$ cat src/rtl/frame_capture_ctrl_if.sv
// rtl/frame_capture_ctrl_if.sv - host control and video-timing signals of the frame capture controller
interface frame_capture_ctrl_if #(
  parameter int CNT_W = 16
);
  logic             start;
  logic             stop;
  logic [CNT_W-1:0] n_frames;
  logic             fval;
  logic             lval;
  logic             dval;
  logic             gen_en;
  logic             busy;
  logic             frame_done;
  logic [CNT_W-1:0] frame_cnt;
  logic             err_width;
  logic             err_height;
  logic             err_timeout;

  modport master (
    output start, stop, n_frames, fval, lval, dval,
    input  gen_en, busy, frame_done, frame_cnt, err_width, err_height, err_timeout
  );

  modport slave (
    input  start, stop, n_frames, fval, lval, dval,
    output gen_en, busy, frame_done, frame_cnt, err_width, err_height, err_timeout
  );
endinterface

$ cat src/rtl/frame_capture_ctrl.sv
// rtl/frame_capture_ctrl.sv - sequences the video timing generator and checks returned frame geometry
module frame_capture_ctrl #(
  parameter int WIDTH          = 640,
  parameter int HEIGHT         = 480,
  parameter int TIMEOUT_CYCLES = 1000000,
  parameter int QUIET_CYCLES   = 16384,
  parameter int CNT_W          = 16
) (
  input logic                  clk,
  input logic                  rstb,
  frame_capture_ctrl_if.slave  bus
);
  localparam int TMO_W   = $clog2(TIMEOUT_CYCLES + 1);
  localparam int QUIET_W = $clog2(QUIET_CYCLES + 1);
  // One spare code above the nominal size so over-long lines/frames stay distinguishable
  localparam int PIX_W   = $clog2(WIDTH + 2);
  localparam int LINE_W  = $clog2(HEIGHT + 2);

  typedef enum logic [1:0] {IDLE, ARM, ACTIVE, DRAIN} state_t;

  state_t             state, state_nxt;
  logic               fval_d, lval_d;
  logic [CNT_W-1:0]   n_frames_q, frame_cnt, frame_cnt_inc;
  logic [TMO_W-1:0]   tmo;
  logic [QUIET_W-1:0] quiet;
  logic [PIX_W-1:0]   pix_cnt, pix_base, pix_nxt;
  logic [LINE_W-1:0]  line_cnt, line_eff;
  logic               stop_pend, gen_en, frame_done;
  logic               err_width, err_height, err_timeout;
  logic               fval_rise, fval_fall, lval_rise, lval_fall;
  logic               tmo_hit, quiet_hit, last_frame;
  logic               do_start, do_arm_go, do_timeout, do_stop, do_frame_end;

  assign fval_rise = bus.fval & ~fval_d;
  assign fval_fall = ~bus.fval & fval_d;
  assign lval_rise = bus.lval & ~lval_d;
  assign lval_fall = ~bus.lval & lval_d;

  assign tmo_hit       = (tmo == TMO_W'(TIMEOUT_CYCLES - 1));
  assign quiet_hit     = (quiet == QUIET_W'(QUIET_CYCLES - 1)) & ~bus.fval;
  assign frame_cnt_inc = frame_cnt + 1'b1;
  // A stop arriving on the very cycle fval falls also ends the run
  assign last_frame    = stop_pend | bus.stop |
                         ((n_frames_q != '0) && (frame_cnt_inc == n_frames_q));

  assign pix_base = lval_rise ? '0 : pix_cnt;
  assign pix_nxt  = (bus.lval && bus.dval && pix_base != '1) ? pix_base + 1'b1 : pix_base;
  assign line_eff = (lval_fall && line_cnt != '1) ? line_cnt + 1'b1 : line_cnt;

  always_ff @(posedge clk or negedge rstb) begin
    if (!rstb) state <= IDLE;
    else       state <= state_nxt;
  end

  always_comb begin
    state_nxt    = state;
    do_start     = 1'b0;
    do_arm_go    = 1'b0;
    do_timeout   = 1'b0;
    do_stop      = 1'b0;
    do_frame_end = 1'b0;
    case (state)
      IDLE: begin
        if (bus.start && !bus.stop) begin
          do_start  = 1'b1;
          state_nxt = ARM;
        end
      end
      ARM: begin
        if (bus.stop) begin
          do_stop   = 1'b1;
          state_nxt = DRAIN;
        end else if (fval_rise) begin
          do_arm_go = 1'b1;
          state_nxt = ACTIVE;
        end else if (tmo_hit) begin
          do_timeout = 1'b1;
          state_nxt  = DRAIN;
        end
      end
      ACTIVE: begin
        if (fval_fall) begin
          do_frame_end = 1'b1;
          state_nxt    = last_frame ? IDLE : ARM;
        end else if (tmo_hit) begin
          do_timeout = 1'b1;
          state_nxt  = DRAIN;
        end else if (bus.stop) begin
          do_stop = 1'b1;
        end
      end
      DRAIN: begin
        if (quiet_hit) state_nxt = IDLE;
      end
      default: state_nxt = IDLE;
    endcase
  end

  always_ff @(posedge clk or negedge rstb) begin
    if (!rstb) begin
      fval_d      <= 1'b0;
      lval_d      <= 1'b0;
      n_frames_q  <= '0;
      frame_cnt   <= '0;
      tmo         <= '0;
      quiet       <= '0;
      pix_cnt     <= '0;
      line_cnt    <= '0;
      stop_pend   <= 1'b0;
      gen_en      <= 1'b0;
      frame_done  <= 1'b0;
      err_width   <= 1'b0;
      err_height  <= 1'b0;
      err_timeout <= 1'b0;
    end else begin
      fval_d     <= bus.fval;
      lval_d     <= bus.lval;
      frame_done <= do_frame_end;

      if (do_start) begin
        n_frames_q  <= bus.n_frames;
        frame_cnt   <= '0;
        err_width   <= 1'b0;
        err_height  <= 1'b0;
        err_timeout <= 1'b0;
        gen_en      <= 1'b1;
      end else if (do_stop || do_timeout || (do_frame_end && last_frame)) begin
        gen_en <= 1'b0;
      end

      if (do_timeout) err_timeout <= 1'b1;

      if (do_start || do_arm_go || do_frame_end) tmo <= '0;
      else if (state == ARM || state == ACTIVE)  tmo <= tmo + 1'b1;

      if (state == DRAIN) quiet <= bus.fval ? '0 : quiet + 1'b1;
      else                quiet <= '0;

      if (do_arm_go) line_cnt <= '0;
      else if (state == ACTIVE) line_cnt <= line_eff;

      if (state == ACTIVE) begin
        pix_cnt <= pix_nxt;
        if (lval_fall && pix_cnt != PIX_W'(WIDTH)) err_width <= 1'b1;
      end

      if (do_frame_end) begin
        frame_cnt <= frame_cnt_inc;
        if (line_eff != LINE_W'(HEIGHT)) err_height <= 1'b1;
      end

      if (do_start || do_frame_end || do_timeout) stop_pend <= 1'b0;
      else if (state == ACTIVE && do_stop)        stop_pend <= 1'b1;
    end
  end

  assign bus.gen_en      = gen_en;
  assign bus.busy        = (state != IDLE);
  assign bus.frame_done  = frame_done;
  assign bus.frame_cnt   = frame_cnt;
  assign bus.err_width   = err_width;
  assign bus.err_height  = err_height;
  assign bus.err_timeout = err_timeout;
endmodule

$ cat src/flat_wrapper.sv
// flat-port wrapper written by rule: the top's interface ports become plain ports
module frame_capture_ctrl_flat 
#(
  parameter int WIDTH          = 640,
  parameter int HEIGHT         = 480,
  parameter int TIMEOUT_CYCLES = 1000000,
  parameter int QUIET_CYCLES   = 16384,
  parameter int CNT_W          = 16
)
  (clk, rstb, bus_start, bus_stop, bus_n_frames, bus_fval, bus_lval, bus_dval, bus_gen_en, bus_busy, bus_frame_done, bus_frame_cnt, bus_err_width, bus_err_height, bus_err_timeout);
  frame_capture_ctrl_if #(.CNT_W(CNT_W)) bus_i ();
  input logic clk;
  input logic rstb;
  input wire logic [$bits(bus_i.start)-1:0] bus_start;
  input wire logic [$bits(bus_i.stop)-1:0] bus_stop;
  input wire logic [$bits(bus_i.n_frames)-1:0] bus_n_frames;
  input wire logic [$bits(bus_i.fval)-1:0] bus_fval;
  input wire logic [$bits(bus_i.lval)-1:0] bus_lval;
  input wire logic [$bits(bus_i.dval)-1:0] bus_dval;
  output wire logic [$bits(bus_i.gen_en)-1:0] bus_gen_en;
  output wire logic [$bits(bus_i.busy)-1:0] bus_busy;
  output wire logic [$bits(bus_i.frame_done)-1:0] bus_frame_done;
  output wire logic [$bits(bus_i.frame_cnt)-1:0] bus_frame_cnt;
  output wire logic [$bits(bus_i.err_width)-1:0] bus_err_width;
  output wire logic [$bits(bus_i.err_height)-1:0] bus_err_height;
  output wire logic [$bits(bus_i.err_timeout)-1:0] bus_err_timeout;
  assign bus_i.start = bus_start;
  assign bus_i.stop = bus_stop;
  assign bus_i.n_frames = bus_n_frames;
  assign bus_i.fval = bus_fval;
  assign bus_i.lval = bus_lval;
  assign bus_i.dval = bus_dval;
  assign bus_gen_en = bus_i.gen_en;
  assign bus_busy = bus_i.busy;
  assign bus_frame_done = bus_i.frame_done;
  assign bus_frame_cnt = bus_i.frame_cnt;
  assign bus_err_width = bus_i.err_width;
  assign bus_err_height = bus_i.err_height;
  assign bus_err_timeout = bus_i.err_timeout;
  frame_capture_ctrl #(.WIDTH(WIDTH), .HEIGHT(HEIGHT), .TIMEOUT_CYCLES(TIMEOUT_CYCLES), .QUIET_CYCLES(QUIET_CYCLES), .CNT_W(CNT_W)) u_core (.clk(clk), .rstb(rstb), .bus(bus_i));
endmodule
$ cat config.mk
export PLATFORM = sky130hd
export DESIGN_NAME = frame_capture_ctrl_flat
export DESIGN_NICKNAME = d
export VERILOG_FILES = /design/src/rtl/frame_capture_ctrl_if.sv /design/src/rtl/frame_capture_ctrl.sv /design/src/flat_wrapper.sv
export SDC_FILE = /design/constraint.sdc
export NUM_CORES = 1
export LEC_CHECK = 0
export CAP_MARGIN = 20
export CORE_MARGIN = 3
export CORE_UTILIZATION = 40
export DETAILED_ROUTE_END_ITERATION = 8
export PLACE_DENSITY = 0.66
export SYNTH_ARGS = -nofsm -noshare
export SYNTH_HDL_FRONTEND = slang
export SYNTH_SLANG_ARGS = --single-unit
export TNS_END_PERCENT = 10
$ cat constraint.sdc
create_clock -name clk -period 6.4 [get_ports clk]
set_clock_uncertainty 0.15 [all_clocks]
set_input_delay 1.6 -clock clk [delete_from_list [all_inputs] [get_ports clk]]
set_output_delay 1.6 -clock clk [all_outputs]
set_load 0.01 [all_outputs]
# [Yosys cells after proc, flatten, opt, wreduce, memory -nomap -nowiden]
# Cells that the tools add are included.
[word_totals] reg_bits=96 inputBits=23 out_inout_bits=22 wordCells=116
[classes] add_sub_neg=5 n_eq_ne=12 n_mux=47 n_bitwise=11 reduce_logical=26
[op_table] operator="20-bit 2-to-1 mux" count=2
[op_table] operator="16-bit 2-to-1 mux" count=2
[op_table] operator="15-bit 2-to-1 mux" count=2
[op_table] operator="1-bit 2-to-1 mux" count=27
[op_table] operator="9-bit 2-to-1 mux" count=3
[op_table] operator="20-bit by 1-bit adder with 20-bit output, second input constant" count=1
[op_table] operator="20-bit equality test, second input constant" count=1
[op_table] operator="10-bit 2-to-1 mux" count=2
[op_table] operator="10-bit != test, second input constant" count=2
[op_table] operator="9-bit != test, second input constant" count=2
[op_table] operator="16-bit by 1-bit adder with 16-bit output, second input constant" count=1
[op_table] operator="16-bit equality test" count=1
[op_table] operator="16-bit nonzero test" count=1
[op_table] operator="15-bit by 1-bit adder with 15-bit output, second input constant" count=1
[op_table] operator="15-bit by 14-bit equality test with 1-bit output, second input constant" count=1
[op_table] operator="2-bit nonzero test" count=7
[op_table] operator="2-bit 2-to-1 mux" count=6
[op_table] operator="10-bit by 1-bit adder with 10-bit output, second input constant" count=1
[op_table] operator="9-bit by 1-bit adder with 9-bit output, second input constant" count=1
[op_table] operator="1-bit logical AND" count=8
[op_table] operator="2-bit case mux with 4 select lines" count=1
[op_table] operator="1-bit logical OR" count=7
[op_table] operator="1-bit bitwise AND" count=5
[op_table] operator="2-bit equality test, second input constant" count=2
[op_table] operator="8 further kinds" count=14

# [Depth between registers and ports, before layout]
# Gate-level depths: netlist (run 1).
[depth] ltp_word=9 ltp_mapped=10

# [Least setup slack after synthesis (run 1)]
# Ideal clock, no wire load.
[synth_timing] path_type="input-to-reg" startpoint="input bus_lval" endpoint="register u_core.pix_cnt[9]" setup_time_ns=0.132 arrival_time_ns=3.170 required_time_ns=6.118 slack_ns=2.948 path_stages=9 path_buffers=0 cell_sequence="nand2b_1 and2_1 ha_1 and3_1 nand3_1 o2111a_1 nand4_2 nor4_1 xnor2_1"
[synth_via] elab_chain_cells=5
[synth_lines] element="start, declared" line="flat_wrapper.sv:18" rtl="input wire logic [$bits(bus_i.lval)-1:0] bus_lval;"
[synth_lines] element="parallel branches: the longest is 4 deep, another holds 10-bit by 1-bit adder with 10-bit output"
[synth_lines] element="10-bit 2-to-1 mux *" line="frame_capture_ctrl.sv:47" rtl="assign pix_nxt = (bus.lval && bus.dval && pix_base != '1) ? pix_base + 1'b1 : pix_base;"
[synth_lines] element="end signal, assigned" line="frame_capture_ctrl.sv:143" rtl="pix_cnt <= pix_nxt;"
[synth_lines] element="end, declared" line="frame_capture_ctrl.sv:26" rtl="logic [PIX_W-1:0] pix_cnt, pix_base, pix_nxt;"
# Every way passes the cells marked *.
# A chain may end at the register's enable or synchronous reset.

# [Final worst setup path (run 1)]
[layout_timing] startpoint="input bus_fval" endpoint="register u_core.tmo[9]"
[layout_via] elab_chain_cells=7
[layout_lines] element="start, declared" line="flat_wrapper.sv:17" rtl="input wire logic [$bits(bus_i.fval)-1:0] bus_fval;"
[layout_lines] element="1-bit bitwise AND" line="frame_capture_ctrl.sv:34" rtl="assign fval_rise = bus.fval & ~fval_d;"
[layout_lines] element="1-bit 2-to-1 mux" line="frame_capture_ctrl.sv:73" rtl="end else if (fval_rise) begin"
[layout_lines] element="1-bit 2-to-1 mux" line="frame_capture_ctrl.sv:70" rtl="if (bus.stop) begin"
[layout_lines] element="1-bit 2-to-1 mux" line="frame_capture_ctrl.sv:62" rtl="case (state)"
[layout_lines] element="1-bit logical OR" line="frame_capture_ctrl.sv:133" rtl="if (do_start || do_arm_go || do_frame_end) tmo <= '0;"
[layout_lines] element="1-bit logical OR *" line="frame_capture_ctrl.sv:133"
[layout_lines] element="20-bit 2-to-1 mux or 2-bit nonzero test (tied branches)"
[layout_lines] element="end signal, assigned" line="frame_capture_ctrl.sv:134" rtl="else if (state == ARM || state == ACTIVE) tmo <= tmo + 1'b1;"
[layout_lines] element="end, declared" line="frame_capture_ctrl.sv:24" rtl="logic [TMO_W-1:0] tmo;"
# Mark *: on every way between the ends. The rest lies on a longest branch, timed or not.

==> impl_metrics.json, run 1 <==
{
  "result_of_the_run": "finished clean",
  "synth-seq-area-share_pct": 44.4,
  "r2r_cells": 8,
  "max_cap_violations": 0,
  "timing.fmax_mhz": 242,
  "maximum_fanout_along_the_worst_path": 21,
  "syn_area_mm2": 0.00541,
  "min_delay_path_depth": 1,
  "post_synth_inst_count": 566,
  "post_route_clock_period_utilization_pct": 64.5,
  "maxSlewViolCount": 0,
  "endpoint_kind": "flip-flop",
  "critPathLaunchType": "input pin",
  "hold_path_class": "reg -> reg",
  "port_buffers": 44,
  "synth_commonest_cells": "96 x dfrtp_1, 59 x nor2_1, 52 x nand2_1, 33 x o21ai_0, 30 x xor2_1",
  "worstSetupEndpoint": "u_core.tmo[9]",
  "grt_start_max_net_pins": 59,
  "final.min_clock_period_ns": 4.13,
  "synth-main-ff-cell": "dfrtp_1",
  "cts_tree": "done",
  "global_route.usage.total_pct": 16.7,
  "core_region_area_mm2": 0.0129,
  "grt_antenna_before_repair": 0,
  "grt_pass1_vias": 4252,
  "p_leak_uw": 0.00256,
  "drive_above_1_share_pct": 8.22,
  "syn2layout_area_growth_pct": 15.4,
  "r2r_setup_slack_ns": 3.00,
  "rsz0062_at_grt": "no",
  "tritoncts_num_sinks": 96,
  "final-seq-area_mm2": 0.00240,
  "drt_pass1_iterations": 4,
  "die_height_um": 122,
  "clk_pin_slew_ns": 0.06,
  "ir_drop_mv": 0.165,
  "h_tree_level_count": 3,
  "yosys_warnings": 0,
  "number_of_top_level_pins": 45,
  "gpl.final_weighted_congestion": 0.892,
  "synthDominantAreaCellType": "dfrtp_1",
  "setup.worst_path.class": "in -> reg",
  "dominant_cell_by_count_in_the_synthesized_netlist": "dfrtp_1",
  "synth_top_area_share_pct": 44.4,
  "post-place-cells": 764,
  "crit_arrival_ns": 4.25,
  "switching_share_pct": 32.0,
  "n_antenna_cell": 0,
  "setup_viol": 0,
  "power.internal_uw": 1240,
  "detailroute.via_count": 4317,
  "power.net_switching_uw": 585,
  "grt_remaining_overflow": 0,
  "layoutNonFillerInstCount": 780,
  "ys_types": 63,
  "synth_enable_flop_cells": 0,
  "antenna_left": 0,
  "clock_insertion_delay_worst_skew_ns": 0.35,
  "grt_first_pass_wirelength_um": 20200,
  "postSynthRegisterBits": 96,
  "drc": 0,
  "setup_total_negative_slack_ns": 0,
  "setup.worst_path.start": "bus_fval",
  "required_ns": 6.52,
  "numCtsBuffers": 9,
  "cts-hold-fix-buffers": 0,
  "die_w_um": 122,
  "worst_slew_margin_relative_to_its_limit_pct": 47.6,
  "post-route-util_pct": 48.3,
  "synth_area_leaders": "dfrtp_1 44%, xor2_1 4.9%, nor2_1 4.1%, xnor2_1 3.9%, nand2_1 3.6%",
  "post-cts-setup-buffer-count": 0,
  "clock_power_share_pct": 28.8,
  "detail_route.iter0.violations": 475,
  "synth.net_count": 599,
  "report.final.hold_viol_count": 0,
  "worst_slew_pin_slew_ns": 0.783,
  "detail_route.vias_per_cell": 5.53,
  "combinationalPowerShare_pct": 26.3,
  "fillCellCount": 1210,
  "initial_utilization_pct": 41.9,
  "multi_input_gate_area_in_the_final_layout_mm2": 0.00282,
  "cts_root_buf": "clkbuf_16",
  "ffs_w_async_s_r_synth_pct": 100,
  "worstReg2RegStart": "u_core.state[0]",
  "postRouteWirelength_um": 11800,
  "finalNetCount": 636,
  "cts_resized": 0,
  "seq_power_share_pct": 44.9,
  "detailedPlacementHpwl_um": 8520,
  "regToRegEndpoint": "u_core.tmo[9]",
  "power_density_mw_per_mm2": 292,
  "die_area_mm2": 0.0150,
  "number_of_rows_in_the_core_area": 41,
  "synth.avg_cell_area_um2": 9.56,
  "wl_per_cell_um": 15.1,
  "clk_path_buf_depth": 2
}
==> power groups by stage <==
stage / Clock [µW] / Sequential [µW] / Combinational [µW]
detailed placement: 0 / 828 / 481
CTS: 541 / 818 / 484
global route: 565 / 833 / 537
global placement: 0 / 823 / 468
finish: 526 / 819 / 481
floorplan: 0 / 800 / 359
==> per-layer routing <==
layer	global-route usage, %	routed length [µm]	up-vias
li1	-	-	2118
met1	22.6	5580	2093
met2	26.5	5520	89
met3	2.95	434	17
met4	7.21	267	0
met5	0	0	-
==> registers in the layout, summed over array words and instances, names as in the netlist, 2 cells and up <==
register              count
u_core.quiet             15
u_core.state              2
u_core.tmo               20
u_core.line_cnt           9
u_core.pix_cnt           10
u_core.bus.frame_cnt     16
u_core.n_frames_q        16
==> worst min-delay path by stage <==
stage / start / to / slack (ns)
2_1_floorplan: u_core.quiet[0] / u_core.quiet[0] / 0.28
3_3_place_gp: u_core.quiet[0] / u_core.quiet[0] / 0.29
3_5_place_dp: u_core.quiet[0] / u_core.quiet[0] / 0.30
4_1_cts: u_core.quiet[0] / u_core.quiet[0] / 0.30
5_1_grt: u_core.quiet[0] / u_core.quiet[0] / 0.32
6_report: u_core.quiet[0] / u_core.quiet[0] / 0.30
==> area by class of cell <==
class | instances | share of cell area, %
multi-input combinational | 431 | 45.1
clock buffer | 12 | 3.79
sequential | 96 | 38.5
clock inverter | 4 | 0.721
tap | 172 | 3.45
inverter | 18 | 1.08
timing repair buffer | 47 | 7.37
==> kinds of logic after synthesis <==
logic type                 share of synthesized area (%)
AOI/OAI and AO/OA                                   12.2
adders and majority gates                           2.31
muxes                                               4.09
and+or+nand+nor                                     24.8
DFF                                                 44.4
xor gates and xnor gates                            8.74
buffers and inverters                               3.51
==> worst max-delay path, cell delays in order <==
cell	delay (ns)
clkdlybuf4s50_1	0.50
nand3b_1	0.66
o211ai_1	0.31
buf_4	0.29
o2111ai_1	0.30
or3_1	0.43
a21oi_1	0.15
==> through the flow <==
stage	hold WS [ns]	setup slack [ns]	area (µm²)	total power [µW]
3_3_place_gp	0.291	2.01	5960	1290
6_report	0.302	2.27	6250	1820
5_1_grt	0.325	1.99	6250	1930
3_5_place_dp	0.296	1.90	5960	1310
4_1_cts	0.305	2.27	6250	1840
2_1_floorplan	0.275	2.95	5410	1160
==> layout by cell type, fill, tap and decap left out, types with 5 or more instances in the layout <==
master           count
dfrtp_1             96
and4_1               5
a31oi_1              6
nor2_1              59
mux2_2              17
ha_1                10
or3_1               12
nor3_1              10
nand2b_1             8
inv_1               18
nand3b_1             5
and2_1               6
nor2b_1              5
o31ai_1              5
o22ai_1              6
nor4_1               6
clkdlybuf4s50_1     43
nand3_1             24
clkbuf_16            9
o211ai_1             5
nand2_1             52
o21ai_0             33
nand4_1             18
xnor2_1             24
and3_1               8
xor2_1              30
a21oi_1             27
(Power assumes the default switching activity.)
==> run 2, diff against run 1 <==
==> constraint.sdc (replaced) <==
create_clock -name clk -period 3.8 [get_ports clk]
set_clock_uncertainty 0.15 [all_clocks]
set_input_delay 0.95 -clock clk [delete_from_list [all_inputs] [get_ports clk]]
set_output_delay 0.95 -clock clk [all_outputs]
set_load 0.01 [all_outputs]
==> impl_metrics.json, run 2 (synthesis results as in run 1) <==
{
  "result_of_the_run": "finished clean",
  "number_of_top_level_pins": 45,
  "slowest_delay_ns": 0.61,
  "detail_route.vias_per_cell": 5.60,
  "setup_total_negative_slack_ns": 0,
  "timing.fmax_mhz": 296,
  "setup_viol": 0,
  "clk_path_buf_depth": 2,
  "number_of_rows_in_the_core_area": 41,
  "cell_chain_of_the_critical_path": "clkdlybuf4s50_1 > nand2b_1 > and2_1 > ha_1 > and3_1 > nand3_1 > o2111a_1 > nand4_2 > nor4_1 > xnor2_1",
  "grt_pass1_vias": 4218,
  "maxSlewViolCount": 0,
  "die_height_um": 122,
  "core_region_area_mm2": 0.0129,
  "layout_common_cells": "96 x dfrtp_1, 59 x nor2_1, 52 x nand2_1, 43 x clkdlybuf4s50_1, 33 x o21ai_0",
  "port_buffers": 44,
  "hold_path_class": "reg -> reg",
  "report.final.hold_viol_count": 0,
  "cts_root_buf": "clkbuf_16",
  "rsz0062_at_grt": "no",
  "timing.critical_path.slowest_stage_cell": "clkdlybuf4s50_1",
  "worst_slew_margin_relative_to_its_limit_pct": 58.8,
  "final.min_clock_period_ns": 3.38,
  "drc": 0,
  "max_ffs_per_register": 20,
  "setup.worst_path.class": "in -> reg",
  "final_common_cell": "dfrtp_1",
  "drt_pass1_iterations": 4,
  "n_antenna_cell": 0,
  "antenna_left": 0,
  "grt_antenna_before_repair": 0,
  "h_tree_level_count": 3,
  "drive_above_1_share_pct": 8.70,
  "power.total_uw": 3110,
  "grt_first_pass_wirelength_um": 20200,
  "post-cts-setup-buffer-count": 0,
  "finalNetCount": 638,
  "power_density_mw_per_mm2": 495,
  "reg_top3": "u_core.tmo: 20 flops, u_core.bus.frame_cnt: 16 flops, u_core.n_frames_q: 16 flops",
  "grt_start_max_net_pins": 51,
  "wl_per_cell_um": 15.3,
  "reg_with_most_ffs": "u_core.tmo",
  "global_route.usage.total_pct": 16.8,
  "ir_drop_mv": 0.250,
  "gpl.final_weighted_congestion": 0.875,
  "endpoint_kind": "flip-flop",
  "cts_tree": "done",
  "cts-hold-fix-buffers": 0,
  "detailedPlacementHpwl_um": 8530,
  "clock_insertion_delay_worst_skew_ns": 0.35,
  "clk_pin_slew_ns": 0.07,
  "post_route_clock_period_utilization_pct": 88.9,
  "max_cap_violations": 0,
  "tritoncts_num_sinks": 96,
  "syn2layout_area_growth_pct": 16.2,
  "postRouteWirelength_um": 12000,
  "p_leak_uw": 0.00257,
  "crit_arrival_ns": 3.45,
  "detail_route.iter0.violations": 341,
  "grt_remaining_overflow": 0,
  "critPathLaunchType": "input pin",
  "worst_slew_pin_slew_ns": 0.618,
  "numCtsBuffers": 9,
  "detailroute.via_count": 4372,
  "die_area_mm2": 0.0150,
  "required_ns": 3.87,
  "maximum_fanout_along_the_worst_path": 7,
  "cts_resized": 0,
  "initial_utilization_pct": 41.9,
  "die_w_um": 122
}
==> run 2: layer usage <==
layer,wire length [µm],global-route usage [%]
met1,5560,22.1
met2,5630,26.9
met3,559,4.75
met4,226,5.39
met5,0,0
==> run 2: report_power, final <==
part | switching (µW) | internal (µW) | total [µW] | leakage [µW]
logic | 414 | 398 | 812 | 0.00114
clock network | 392 | 527 | 919 | 0.000138
registers | 195 | 1190 | 1380 | 0.00128
==> run 2: stage by stage <==
step                      cells  util (%)  worst slack [ns]  hold WS [ns]  area, µm²
after floorplan             566         -             0.998         0.275       5410
after global placement      766      46.4             0.240         0.286       5990
after detailed placement    766      46.4            0.0841         0.302       5990
after CTS                   781      48.6             0.468         0.311       6290
after global routing        781      48.6             0.301         0.339       6290
final                       781      48.6             0.423         0.309       6290
==> run 2: final timing paths <==
kind                                     from                      end  slack (ns)  cells past startpoint
hold reg to reg               u_core.quiet[0]          u_core.quiet[0]        0.31                      1
setup / recovery                     bus_lval        u_core.pix_cnt[9]        0.42                     10
hold / removal                u_core.quiet[0]          u_core.quiet[0]        0.31                      1
setup reg to reg           u_core.line_cnt[0]       u_core.line_cnt[7]        1.16                      9
max in group asynchronous                rstb        u_core.pix_cnt[1]        2.36                      2
min in group asynchronous                rstb  u_core.bus.frame_cnt[5]        0.47                      1
==> run 2: critical path, delay by kind of cell <==
kind            cells  cell delay, ns
simple gates        6            1.21
fa+ha+maj           1            0.22
xor+xnor            1            0.12
compound gates      1            0.35
buf+inv             1            0.61
==> run 2: cell type report <==
| cell class | instances | area, µm² |
|---|---|---|
| inverters | 18 | 67.6 |
| repair buffers | 49 | 488 |
| well taps | 172 | 215 |
| clock buffers | 11 | 243 |
| clock inverters | 4 | 53.8 |
| multi-input cells | 431 | 2820 |
| flip-flops and latches | 96 | 2400 |
| fillers | 1224 | 6640 |
